### src/rtl/baud_gen_frac.sv
// Fractional baud generator: os_tick every div_int + div_frac/2^FRAC_W clocks,
// bit_tick on every OVERSAMPLE-th os_tick. Divisor updates apply on period boundaries.
module baud_gen_frac #(
  parameter int unsigned DIV_W        = 16,
  parameter int unsigned FRAC_W       = 4,
  parameter int unsigned OVERSAMPLE   = 16,
  parameter int unsigned DEF_DIV_INT  = 54,
  parameter int unsigned DEF_DIV_FRAC = 4
) (
  input  logic              clk,
  input  logic              rst_n,
  input  logic              en,
  input  logic              restart,
  input  logic              div_load,
  input  logic [DIV_W-1:0]  div_int,
  input  logic [FRAC_W-1:0] div_frac,
  output logic              div_pending,
  output logic              os_tick,
  output logic              bit_tick
);

  localparam int unsigned OS_W = $clog2(OVERSAMPLE);

  logic [DIV_W-1:0]  cnt;
  logic [DIV_W-1:0]  div_int_q;
  logic [DIV_W-1:0]  pend_int;
  logic [DIV_W-1:0]  deff;
  logic [DIV_W-1:0]  term;
  logic [FRAC_W-1:0] acc;
  logic [FRAC_W-1:0] div_frac_q;
  logic [FRAC_W-1:0] pend_frac;
  logic [FRAC_W:0]   acc_sum;
  logic              extra;
  logic [OS_W-1:0]   os_cnt;
  logic              terminal;
  logic              apply;

  always_comb begin
    deff     = (div_int_q == '0) ? DIV_W'(1) : div_int_q;
    term     = deff - DIV_W'(1) + {{(DIV_W-1){1'b0}}, extra};
    acc_sum  = {1'b0, acc} + {1'b0, div_frac_q};
    // >= rather than == so a shorter divisor applied while frozen can never
    // leave cnt stranded above the terminal and wrap around.
    terminal = en && (cnt >= term);
    apply    = div_pending && (!en || terminal);
  end

  always_ff @(posedge clk) begin
    if (!rst_n) begin
      cnt         <= '0;
      acc         <= '0;
      extra       <= 1'b0;
      os_cnt      <= '0;
      div_int_q   <= DIV_W'(DEF_DIV_INT);
      div_frac_q  <= FRAC_W'(DEF_DIV_FRAC);
      pend_int    <= '0;
      pend_frac   <= '0;
      div_pending <= 1'b0;
      os_tick     <= 1'b0;
      bit_tick    <= 1'b0;
    end else if (restart) begin
      cnt         <= '0;
      acc         <= '0;
      extra       <= 1'b0;
      os_cnt      <= '0;
      os_tick     <= 1'b0;
      bit_tick    <= 1'b0;
      div_pending <= 1'b0;
      if (div_load) begin
        div_int_q  <= div_int;
        div_frac_q <= div_frac;
      end else if (div_pending) begin
        div_int_q  <= pend_int;
        div_frac_q <= pend_frac;
      end
    end else begin
      os_tick  <= 1'b0;
      bit_tick <= 1'b0;
      if (en) begin
        if (terminal) begin
          cnt            <= '0;
          os_tick        <= 1'b1;
          {extra, acc}   <= acc_sum;
          if (os_cnt == OS_W'(OVERSAMPLE - 1)) begin
            os_cnt   <= '0;
            bit_tick <= 1'b1;
          end else begin
            os_cnt <= os_cnt + OS_W'(1);
          end
        end else begin
          cnt <= cnt + DIV_W'(1);
        end
      end
      if (apply) begin
        div_int_q   <= pend_int;
        div_frac_q  <= pend_frac;
        div_pending <= 1'b0;
      end
      // A load in the same cycle as an apply re-arms pending with the new value.
      if (div_load) begin
        pend_int    <= div_int;
        pend_frac   <= div_frac;
        div_pending <= 1'b1;
      end
    end
  end

endmodule

### config.mk
export PLATFORM = sky130hd
export DESIGN_NAME = baud_gen_frac
export DESIGN_NICKNAME = d
export VERILOG_FILES = /design/src/rtl/baud_gen_frac.sv
export SDC_FILE = /design/constraint.sdc
export NUM_CORES = 1
export LEC_CHECK = 0
export ABC_CLOCK_PERIOD_IN_PS = 3600
export BUFFER_PORTS_ARGS = -buffer_cell sky130_fd_sc_hd__clkbuf_2
export CAP_MARGIN = 20
export CELL_PAD_IN_SITES_DETAIL_PLACEMENT = 0
export CELL_PAD_IN_SITES_GLOBAL_PLACEMENT = 1
export CORE_UTILIZATION = 41
export DETAILED_ROUTE_END_ITERATION = 7
export PLACE_DENSITY = 0.76
export SKIP_CTS_REPAIR_TIMING = 1
export SYNTH_ARGS = -nofsm -noshare
export SYNTH_HDL_FRONTEND = slang
export SYNTH_SLANG_ARGS = --single-unit
### constraint.sdc
create_clock -name clk -period 3.6 [get_ports clk]
set_input_delay 0.72 -clock clk [delete_from_list [all_inputs] [get_ports clk]]
set_output_delay 0.72 -clock clk [all_outputs]
set_load 0.02 [all_outputs]
* After elaboration in Yosys (flattened, before gate mapping)
Index checks and enable logic that the tools add are counted.
** Word-level totals
- Output and inout port bits :: 3
- Register bits :: 68
- Logic and storage cells :: 51
- Input port bits :: 25
** Cells by class
- Equal/unequal tests :: 2
- Add/subtract/negate cells :: 5
- Reductions and logical operators :: 13
- Magnitude comparators :: 1
- Bitwise operators :: 4
- Mux-type cells :: 15
** Operators with widths (count)
- 2-to-1 mux 16 bit :: 6
- 2-to-1 mux 4 bit :: 5
- adder 16 x 1 -> 16 bit :: 1
- adder 16 x 1 -> 16 bit (second input constant) :: 1
- >= comparator 16 bit :: 1
- zero test 16 bit :: 1
- subtractor 16 x 1 -> 16 bit (second input constant) :: 1
- AND reduction 2 bit :: 3
- adder 4 x 4 -> 5 bit :: 1
- adder 4 x 1 -> 4 bit (second input constant) :: 1
- == test 4 bit (second input constant) :: 1
- 2-to-1 mux 1 bit :: 4
- NOT 1 bit :: 4
- nonzero test 2 bit :: 2
- OR reduction 4 bit :: 1
- != test 3 x 1 -> 1 bit (second input constant) :: 1
- OR reduction 3 bit :: 1
- logical AND 1 bit :: 2
- OR reduction 2 bit :: 1
- zero test 1 bit :: 1
- logical OR 1 bit :: 1

* Logic depth before layout (Yosys ltp)
Gate-level depths: netlist (run 1).
- Depth in word-level cells :: 10
- Depth in mapped cells :: 16
- Gate-level depth less buffers :: 15

* Worst setup path after synthesis (run 1)
OpenSTA, ideal clock, no wires.
- Path kind :: reg-to-reg
- Start :: reg div_int_q[9]
- End :: reg div_int_q[1]
- Buffers on the path :: 1
- Arrival time :: 3.902 ns
- Slack :: -0.423 ns
- Stages on the path, launching flop included :: 17
- Library setup time :: 0.121 ns
- Cells stage by stage :: dfxtp_1 or4_4 or4b_4 nor2_4 a31oi_1 ha_1 ha_1 nand2_1 nor2_1 xnor2_1 ha_1 a41oi_1 o21ai_0 a2111oi_0 a31o_2 buf_6 mux2_2
** Between the ends
- Cells in the longest elaborated chain, start to end :: 10
** RTL lines
- from (decl) :: RTL line 25 : logic [DIV_W-1:0] div_int_q;
- from (signal assigned) :: RTL line 54 : div_int_q <= DIV_W'(DEF_DIV_INT);
- from (signal assigned) :: RTL line 70 : div_int_q <= div_int;
- from (signal assigned) :: RTL line 73 : div_int_q <= pend_int;
- zero test 16 bit :: RTL line 39 : deff = (div_int_q == '0) ? DIV_W'(1) : div_int_q;
- 2-to-1 mux 16 bit * :: RTL line 39
- subtractor 16 x 1 -> 16 bit * :: RTL line 40 : term = deff - DIV_W'(1) + {{(DIV_W-1){1'b0}}, extra};
- adder 16 x 1 -> 16 bit * :: RTL line 40
- >= comparator 16 bit * :: RTL line 44 : terminal = en && (cnt >= term);
- logical AND 1 bit * :: RTL line 44
- logical OR 1 bit * :: RTL line 45 : apply = div_pending && (!en || terminal);
- logical AND 1 bit * :: RTL line 45
- nonzero test 2 bit (no source line) *
- AND reduction 2 bit (no source line) *
Mark *: on every way between the ends. The rest lies on a longest branch, timed or not.
A chain may end at the register's enable or synchronous reset.

* Worst setup path after layout (run 1)
- Start :: reg div_int_q[11]
- End :: reg div_int_q[4]
The elaborated chain is that of the path after synthesis.

==> results of run 1 <==
report_power, final:
group,switching (mW),total (mW),internal [mW]
registers,0.0153,0.790,0.775
clock network,0.328,0.722,0.394
logic,0.125,0.248,0.124
routing by layer:
metal  vias to the layer above  global-route usage, %  wire length [um]
met5                         -                      0                 0
met4                         0                   6.08               121
met3                         9                   4.89               200
met2                        32                   28.6              4100
met1                      1461                   24.8              4430
li1                       1644                      -                 -
layout make-up:
cell class,count,area [um2]
multi-input combinational,346,2530
fill,831,4120
inverter,11,41.3
tap,108,135
timing repair buffer,62,482
clock inverter,7,98.8
sequential,68,1360
clock buffer,9,124
sequential cells by signal, summed over array words and instances, names as in the netlist:
signal,cells
extra,1
div_frac_q,4
os_cnt,4
acc,4
pend_int,16
bit_tick,1
div_int_q,16
pend_frac,4
cnt,16
os_tick,1
div_pending,1
cells in the final DEF, fill, tap and decap left out, drive strengths merged, types with 2 or more instances in the layout:
cell type    n
nor4         2
nor2        16
xor2        12
xnor2       18
nand4       11
nand3       12
nand2      106
and3         9
dfxtp       68
o21ai        4
nand2b       7
a21oi       10
a31oi        3
a21boi      21
inv         12
and4         2
mux2        16
clkbuf      38
bufinv       2
nor3        22
ha          24
buf         33
o31ai        2
clkinv       3
nor2b        6
mux2i       26
a21o         4
or4          2
worst register-to-register path: stages, from the launching register on:
cell,delay [ns]
dfxtp_2,0.33
or4_4,0.52
or4b_4,0.55
nor2_4,0.12
a31oi_2,0.11
ha_2,0.25
and3_4,0.20
nand2_4,0.08
nor3_2,0.04
xnor2_1,0.16
ha_1,0.28
nand4_1,0.17
nor2_4,0.07
buf_12,0.13
a2111oi_4,0.30
a31o_4,0.29
clkbuf_16,0.18
mux2i_1,0.18
worst min-delay path by stage:
stage | from | to | slack (ns) | cells after the start
2_1_floorplan | div_int_q[0] | div_int_q[0] | 0.44 | 2
3_3_place_gp | pend_int[6] | pend_int[6] | 0.45 | 2
3_5_place_dp | div_frac_q[3] | div_frac_q[3] | 0.45 | 2
4_1_cts | pend_frac[3] | pend_frac[3] | 0.47 | 2
5_1_grt | extra | extra | 0.48 | 2
6_report | pend_frac[3] | pend_frac[3] | 0.46 | 2
cell families (layout without fill, tap and decap cells):
kind of cell | after synthesis | after routing | synth area share [%]
adder cells (fa/ha/maj) | 25 | 25 | 8.38
AO/OA/AOI/OAI | 52 | 52 | 9.92
buffers and inverters | 35 | 89 | 3.76
flip-flops | 68 | 68 | 35.6
XOR/XNOR | 30 | 30 | 6.87
multiplexers | 42 | 42 | 11.5
AND/OR/NAND/NOR | 197 | 197 | 23.9
==> impl_metrics.py, run 1 <==
metrics = {
    "place": {
        "hpwl_um": 5880,
        "pre_cts_slack_ns": -0.441,
        "placed_cells": 584,
        "routabilityCongestion": 0.820,
        "io_buffers": 27,
        "place_area_um2": 4240,
    },
    "timing": {
        "fin_crit_sh_pct": 112,
        "setup_ws_ns": -0.439,
        "fin_setup_tns_ns": -16.87,
        "hold_violations": 0,
        "setup_viol": 48,
        "fin_worst_skew_ns": 0.0114,
        "clock.fmax_ghz": 0.248,
        "tightest_slew_ns": 0.816,
        "period_needed_ns": 4.04,
        "slew_violations": 0,
        "holdWs_ns": 0.464,
        "relSlewSlack_pct": 45.5,
        "rsz0062_at_grt": "yes",
    },
    "detailed_routing": {
        "firstDrtPassIters": 4,
        "vias_per_cell": 5.15,
        "route.detailed.drc": 0,
        "totalWireLength_um": 8840,
        "wire_per_inst_um": 14.5,
        "drt-initial-drc-count": 78,
        "via_count": 3146,
        "drtAntennaViolNets": 0,
    },
    "final_layout": {
        "final_area_um2": 4780,
        "finish.net_count": 548,
        "num_antenna_cells": 0,
        "syn2layout_area_growth_pct": 24.9,
        "drive_above_1_share_pct": 26.2,
        "stdcell_count": 611,
        "final_core_util_pct": 53.7,
    },
    "clocking": {
        "clk_path_buf_depth": 2,
        "clockRootBuffer": "clkbuf_8",
        "h-tree-depth": 3,
        "cts_tree": "yes",
        "cts_num_sinks": 68,
        "path_clk_slew_ns": 0.08,
        "numCtsBuffers": 9,
        "clk_latency_ns": 0.35,
    },
    "yosys": {
        "synth_commonest_cells": "nand2_1 (106), dfxtp_1 (68), mux2i_1 (26), ha_1 (24), nor3_1 (22)",
        "syn_nets": 499,
        "ys_seq_area_share_pct": 35.6,
        "synthCells": 449,
        "ys.flop_type": "dfxtp_1",
        "synth_edf_count": 0,
        "avgSynthCellArea_um2": 8.51,
        "yosys_warnings": 0,
        "synth_area_leader_cell": "dfxtp_1",
        "synth_cell_type_count": 45,
        "synth_top_area_share_pct": 35.6,
        "synth_area_um2": 3820,
        "synth_seq_cells": 68,
        "synth_area_leaders": "dfxtp_1 (36%), nand2_1 (10%), ha_1 (7.9%)",
        "async_flop_share_pct": 0,
        "synth_most_common_cell": "nand2_1",
    },
    "floorplan": {
        "io_pins": 28,
        "row_count": 34,
        "core_um2": 8890,
        "initial_core_util_pct": 43.0,
        "die_w_um": 98.6,
        "die_y_um": 98.6,
        "die-area_um2": 9710,
    },
    "worst_setup_path": {
        "cp-startpoint": "div_int_q[11]",
        "rrSetupSlack_ns": -0.44,
        "path_delay_family": "simple AND/OR/NAND/NOR gates",
        "r2r_start": "div_int_q[11]",
        "max_stage_delay_ns": 0.55,
        "crit_chain": "or4_4 > or4b_4 > nor2_4 > a31oi_2 > ha_2 > and3_4 > nand2_4 > nor3_2 > xnor2_1 > ha_1 > nand4_1 > nor2_4 > buf_12 > a2111oi_4 > a31o_4 > clkbuf_16 > mux2i_1",
        "cp_data_required_time_ns": 3.87,
        "critPathArrivalTime_ns": 4.31,
        "path_buf_inv": 2,
        "cp-endpoint": "div_int_q[4]",
        "critPathCaptureType": "flip-flop",
        "crit_type": "flip-flop to flip-flop",
        "reg2reg_depth": 17,
        "cp_num_cells": 17,
        "crit_path_frequent_cell": "nor2_4",
        "critPathSlowestCell": "or4b_4",
        "reg2reg_to": "div_int_q[4]",
        "critPathMaxFanout": 5,
        "crit_path_start_kind": "flip-flop",
    },
    "run_status": {
        "status": "finished, violations left",
        "violations": "negative setup slack",
    },
    "global_route": {
        "grt.total_usage_pct": 18.4,
        "overflow": 0,
        "antenna_found_initial": 0,
        "grt_max_degree": 55,
        "grt_pass1_vias": 2948,
        "grt_pass1_wl_um": 14200,
    },
    "worst_hold_path": {
        "hp-class": "flip-flop to flip-flop",
    },
    "power": {
        "irDropWorstVdd_mv": 0.217,
        "cellPowerDensity_nw_per_um2": 368,
        "leakagePower_nw": 2.00,
        "total_power_mw": 1.76,
    },
    "job": {
        "drv_cap": 0,
    },
}
Power figures use the tool's default switching activity.
==> run 2, diff against run 1 <==
--- a/config.mk
+++ b/config.mk
@@ -5,7 +5,6 @@
 export SDC_FILE = /design/constraint.sdc
 export NUM_CORES = 1
 export LEC_CHECK = 0
-export ABC_CLOCK_PERIOD_IN_PS = 3600
 export BUFFER_PORTS_ARGS = -buffer_cell sky130_fd_sc_hd__clkbuf_2
 export CAP_MARGIN = 20
 export CELL_PAD_IN_SITES_DETAIL_PLACEMENT = 0
@@ -14,6 +13,7 @@
 export DETAILED_ROUTE_END_ITERATION = 7
 export PLACE_DENSITY = 0.76
 export SKIP_CTS_REPAIR_TIMING = 1
+export SKIP_LAST_GASP = 1
 export SYNTH_ARGS = -nofsm -noshare
 export SYNTH_HDL_FRONTEND = slang
 export SYNTH_SLANG_ARGS = --single-unit
==> constraint.sdc (replaced) <==
create_clock -name clk -period 3.6 [get_ports clk]
set_input_delay 0.72 -clock clk [delete_from_list [all_inputs] [get_ports clk]]
set_output_delay 0.72 -clock clk [all_outputs]
set_load 0.005 [all_outputs]
==> run 2 against run 1 <==
Compared with the run above:
- the run still ends with negative setup slack left
- combinational power about the same
- clock power hardly changed
- critical path depth down 2
- worst hold slack is essentially flat
- register-to-register slack worse by 0.03 ns
- cell area barely moved
- critical path type unchanged
- critical endpoint unchanged
- largest cell class unchanged
- highest routed layer unchanged
==> impl_metrics.py, run 2 (synthesis gave the netlist of run 1 again) <==
metrics = {
    "run_status": {
        "status": "finished, violations left",
        "violations": "negative setup slack",
    },
    "timing": {
        "fin_crit_sh_pct": 113,
        "setup_ws_ns": -0.470,
        "relSlewSlack_pct": 45.1,
        "fin_worst_skew_ns": 0.0111,
        "hold_violations": 0,
        "fin_setup_tns_ns": -17.64,
        "setup_viol": 48,
        "tightest_slew_ns": 0.822,
        "period_needed_ns": 4.07,
        "rsz0062_at_grt": "yes",
        "clock.fmax_ghz": 0.246,
        "holdWs_ns": 0.464,
        "slew_violations": 0,
    },
    "final_layout": {
        "syn2layout_area_growth_pct": 24.8,
        "final_core_util_pct": 53.7,
        "drive_above_1_share_pct": 26.0,
        "final_area_um2": 4770,
        "layout_commonest_cell": "nand2_1",
        "final_cell_mix": "nand2_1 (104), dfxtp_1 (67), clkbuf_2 (27), buf_4 (27), mux2i_1 (26)",
        "finish.net_count": 548,
        "num_antenna_cells": 0,
        "largest_registers": "cnt (16), div_int_q (16), pend_int (16)",
        "stdcell_count": 611,
    },
    "floorplan": {
        "io_pins": 28,
        "die_y_um": 98.6,
        "die_w_um": 98.6,
        "initial_core_util_pct": 43.0,
        "row_count": 34,
        "die-area_um2": 9710,
        "core_um2": 8890,
    },
    "place": {
        "placed_cells": 584,
        "hpwl_um": 5880,
        "pre_cts_slack_ns": -0.441,
        "io_buffers": 27,
        "place_area_um2": 4240,
        "routabilityCongestion": 0.820,
    },
    "detailed_routing": {
        "wire_per_inst_um": 14.4,
        "drtAntennaViolNets": 0,
        "route.detailed.drc": 0,
        "firstDrtPassIters": 5,
        "via_count": 3164,
        "totalWireLength_um": 8790,
        "drt-initial-drc-count": 79,
        "vias_per_cell": 5.18,
    },
    "worst_hold_path": {
        "min_to": "pend_int[8]",
        "worstHoldPathCells": 2,
        "hold_start": "pend_int[8]",
        "hp-class": "flip-flop to flip-flop",
    },
    "worst_setup_path": {
        "crit_path_start_kind": "flip-flop",
        "rrSetupSlack_ns": -0.47,
        "critPathArrivalTime_ns": 4.35,
        "reg2reg_depth": 15,
        "r2r_start": "div_int_q[11]",
        "cp_data_required_time_ns": 3.88,
        "critPathCaptureType": "flip-flop",
        "crit_type": "flip-flop to flip-flop",
        "reg2reg_to": "div_int_q[4]",
        "critPathMaxFanout": 5,
    },
    "power": {
        "total_power_mw": 1.76,
        "irDropWorstVdd_mv": 0.217,
        "cellPowerDensity_nw_per_um2": 369,
        "leakagePower_nw": 2.00,
    },
    "clocking": {
        "numCtsBuffers": 9,
        "cts_num_sinks": 68,
        "clockRootBuffer": "clkbuf_8",
        "h-tree-depth": 3,
        "cts_tree": "yes",
        "clk_latency_ns": 0.35,
        "clk_path_buf_depth": 2,
        "path_clk_slew_ns": 0.08,
    },
    "global_route": {
        "grt_pass1_vias": 2948,
        "grt_max_degree": 55,
        "grt.total_usage_pct": 18.4,
        "antenna_found_initial": 0,
        "grt_pass1_wl_um": 14200,
        "overflow": 0,
    },
    "job": {
        "drv_cap": 0,
    },
}
run 2: power by group:
| group | total, mW | leakage (nW) | internal, mW | switching, mW |
|---|---|---|---|---|
| logic | 0.247 | 1.34 | 0.123 | 0.124 |
| registers | 0.790 | 0.553 | 0.775 | 0.0153 |
| clock network | 0.723 | 0.110 | 0.394 | 0.329 |
run 2: worst max-delay path, stage by stage (launching register included):
cell	delay (ns)
dfxtp_2	0.33
or4_4	0.52
or4b_4	0.55
nor2_4	0.12
a31oi_2	0.11
ha_2	0.25
and3_4	0.20
nand2_1	0.10
xor2_2	0.16
ha_1	0.28
a21oi_1	0.21
o21ai_2	0.13
a2111oi_4	0.38
a31o_4	0.29
clkbuf_16	0.17
mux2i_1	0.18
run 2: how the worst max path moves through the flow:
stage | startpoint | endpoint | slack [ns]
floorplan | div_int_q[11] | div_int_q[1] | -0.30
global placement | div_int_q[11] | div_int_q[11] | -0.35
detailed placement | div_int_q[11] | div_int_q[8] | -0.44
CTS | div_int_q[11] | div_int_q[8] | -0.47
global route | div_int_q[11] | div_frac_q[0] | -0.62
finish | div_int_q[11] | div_int_q[4] | -0.47
run 2: layout make-up:
| type | instances | area [um2] |
|---|---|---|
| tap | 108 | 135 |
| multi-input combinational | 346 | 2530 |
| clock buffer | 9 | 124 |
| sequential | 68 | 1360 |
| fill | 831 | 4120 |
| timing repair buffer | 62 | 482 |
| inverter | 11 | 41.3 |
| clock inverter | 7 | 98.8 |
run 2: routing by layer:
metal | share of wire, % | GRT usage (%) | up-vias
met5 | 0 | 0 | -
met4 | 1.5 | 6.08 | 0
met3 | 2.2 | 4.89 | 13
met2 | 46 | 28.6 | 36
met1 | 50 | 24.8 | 1469
li1 | - | - | 1646
==> run 3, diff against run 2 <==
--- a/config.mk
+++ b/config.mk
@@ -5,7 +5,7 @@
 export SDC_FILE = /design/constraint.sdc
 export NUM_CORES = 1
 export LEC_CHECK = 0
-export BUFFER_PORTS_ARGS = -buffer_cell sky130_fd_sc_hd__clkbuf_2
+export BUFFER_PORTS_ARGS = -buffer_cell sky130_fd_sc_hd__buf_2
 export CAP_MARGIN = 20
 export CELL_PAD_IN_SITES_DETAIL_PLACEMENT = 0
 export CELL_PAD_IN_SITES_GLOBAL_PLACEMENT = 1
@@ -13,7 +13,6 @@
 export DETAILED_ROUTE_END_ITERATION = 7
 export PLACE_DENSITY = 0.76
 export SKIP_CTS_REPAIR_TIMING = 1
-export SKIP_LAST_GASP = 1
 export SYNTH_ARGS = -nofsm -noshare
 export SYNTH_HDL_FRONTEND = slang
 export SYNTH_SLANG_ARGS = --single-unit
==> run 3 against run 2 <==
Compared with the run above:
- the run still ends with negative setup slack left
- wire length decreased by 1.9%
- die area stayed put
- final cell count is 0.49% higher
- critical endpoint is now div_int_q[1]
- largest cell class unchanged
==> impl_metrics.py, run 3 (synthesis gave the netlist of run 1 again) <==
metrics = {
    "timing": {
        "setup_ws_ns": -0.334,
        "fin_worst_skew_ns": 0.0113,
        "clock.fmax_ghz": 0.254,
        "period_needed_ns": 3.93,
        "fin_crit_sh_pct": 109,
        "slew_violations": 0,
        "setup_viol": 47,
        "tightest_slew_ns": 0.788,
        "hold_violations": 0,
        "relSlewSlack_pct": 47.3,
        "holdWs_ns": 0.462,
        "rsz0062_at_grt": "yes",
    },
    "clocking": {
        "clk_latency_ns": 0.35,
        "clk_path_buf_depth": 2,
        "path_clk_slew_ns": 0.08,
        "clockRootBuffer": "clkbuf_8",
        "numCtsBuffers": 9,
        "cts_num_sinks": 68,
        "h-tree-depth": 3,
        "cts_tree": "yes",
    },
    "worst_setup_path": {
        "crit_path_start_kind": "flip-flop",
        "critPathCaptureType": "flip-flop",
        "max_stage_delay_ns": 0.57,
        "crit_path_frequent_cell": "nor2_4",
        "cp_data_required_time_ns": 3.84,
        "critPathSlowestCell": "or4b_4",
        "critPathArrivalTime_ns": 4.18,
        "path_buf_inv": 0,
        "crit_chain": "or4_4 > or4b_4 > nor2_4 > a31oi_1 > ha_2 > and3_4 > nand2_4 > nor3_2 > xnor2_1 > ha_1 > nand4_1 > nor2_4 > a2111oi_2 > a31o_4 > mux2_2",
        "critPathMaxFanout": 4,
        "path_delay_family": "simple AND/OR/NAND/NOR gates",
        "crit_type": "flip-flop to flip-flop",
    },
    "run_status": {
        "status": "finished, violations left",
        "violations": "negative setup slack",
    },
    "global_route": {
        "grt_pass1_vias": 2940,
        "grtUsageMet1_pct": 24.5,
        "grt-busiest-layer": "met2",
        "grtUsageMet2_pct": 26.8,
        "grt_pass1_wl_um": 13800,
        "antenna_found_initial": 0,
        "grt_max_degree": 37,
        "met3_usage_pct": 3.90,
        "overflow": 0,
        "grt.total_usage_pct": 17.7,
    },
    "power": {
        "leakagePower_nw": 2.00,
        "cellPowerDensity_nw_per_um2": 333,
        "total_power_mw": 1.60,
        "irDropWorstVdd_mv": 0.273,
    },
    "detailed_routing": {
        "route.detailed.drc": 0,
        "wire_per_inst_um": 14.0,
        "vias_per_cell": 5.16,
        "totalWireLength_um": 8620,
        "via_count": 3168,
        "drt-initial-drc-count": 89,
        "drtAntennaViolNets": 0,
        "firstDrtPassIters": 4,
    },
    "floorplan": {
        "die-area_um2": 9710,
        "die_w_um": 98.6,
        "initial_core_util_pct": 43.0,
        "die_y_um": 98.6,
        "io_pins": 28,
        "row_count": 34,
        "core_um2": 8890,
    },
    "final_layout": {
        "nFillCells": 828,
        "num_antenna_cells": 0,
        "syn2layout_area_growth_pct": 26.1,
        "finish.net_count": 551,
        "final_cell_mix": "nand2_1 (104), dfxtp_1 (67), buf_4 (28), buf_2 (27), mux2i_1 (26)",
        "drive_above_1_share_pct": 27.1,
        "layout_commonest_cell": "nand2_1",
        "largest_registers": "cnt (16), div_int_q (16), pend_int (16)",
    },
    "job": {
        "drv_cap": 0,
    },
    "place": {
        "hpwl_um": 5900,
        "io_buffers": 27,
        "routabilityCongestion": 0.821,
    },
    "worst_hold_path": {
        "hp-class": "flip-flop to flip-flop",
    },
}
## run 3: worst paths after layout
kind / cells after the start / to / slack, ns / from
worst max-delay path: 15 / div_int_q[1] / -0.33 / div_int_q[11]
worst min-delay path: 2 / pend_int[10] / 0.46 / pend_int[10]
worst max register to register: 15 / div_int_q[1] / -0.33 / div_int_q[11]
worst min register to register: 2 / pend_int[10] / 0.46 / pend_int[10]
## run 3: final cells by class
type	instances	area [um2]	area share (%)
sequential	68	1360	28.3
timing repair buffer	65	531	11.0
multi-input combinational	346	2570	53.4
clock buffer	10	128	2.65
tap	108	135	2.80
clock inverter	6	48.8	1.01
inverter	11	41.3	0.857
## run 3: metal layers
metal  vias up  part of all wire [%]
met4         0                   1.4
li1       1652                     -
met2        41                    46
met1      1461                    50
met3        14                   2.6
met5         -                     0
## run 3: where the power goes
part	switching, mW	internal (mW)	leakage, nW
clock network	0.322	0.256	0.0795
registers	0.0145	0.775	0.553
logic	0.120	0.115	1.36
## run 3: worst reg2reg max path, delay by kind of cell, from the launching register on
kind / cells / cell delay (ns)
adder cells (fa/ha/maj): 2 / 0.50
AO/OA/AOI/OAI: 3 / 0.77
AND/OR/NAND/NOR: 8 / 1.74
multiplexers: 1 / 0.34
XOR/XNOR: 1 / 0.16
flip-flops: 1 / 0.32
## run 3: per-stage QoR
| stage | std cells | util, % | TNS [ns] | worst slack, ns | area (um2) |
|---|---|---|---|---|---|
| 4_1_cts | 604 | 50.0 | -15.34 | -0.404 | 4440 |
| 3_3_place_gp | 588 | 48.0 | -13.13 | -0.358 | 4270 |
| 2_1_floorplan | 449 | - | -2.57 | -0.297 | 3860 |
| 6_report | 614 | 54.2 | -12.97 | -0.334 | 4820 |
| 5_1_grt | 614 | 54.2 | -21.07 | -0.492 | 4820 |
| 3_5_place_dp | 588 | 48.0 | -15.10 | -0.388 | 4270 |
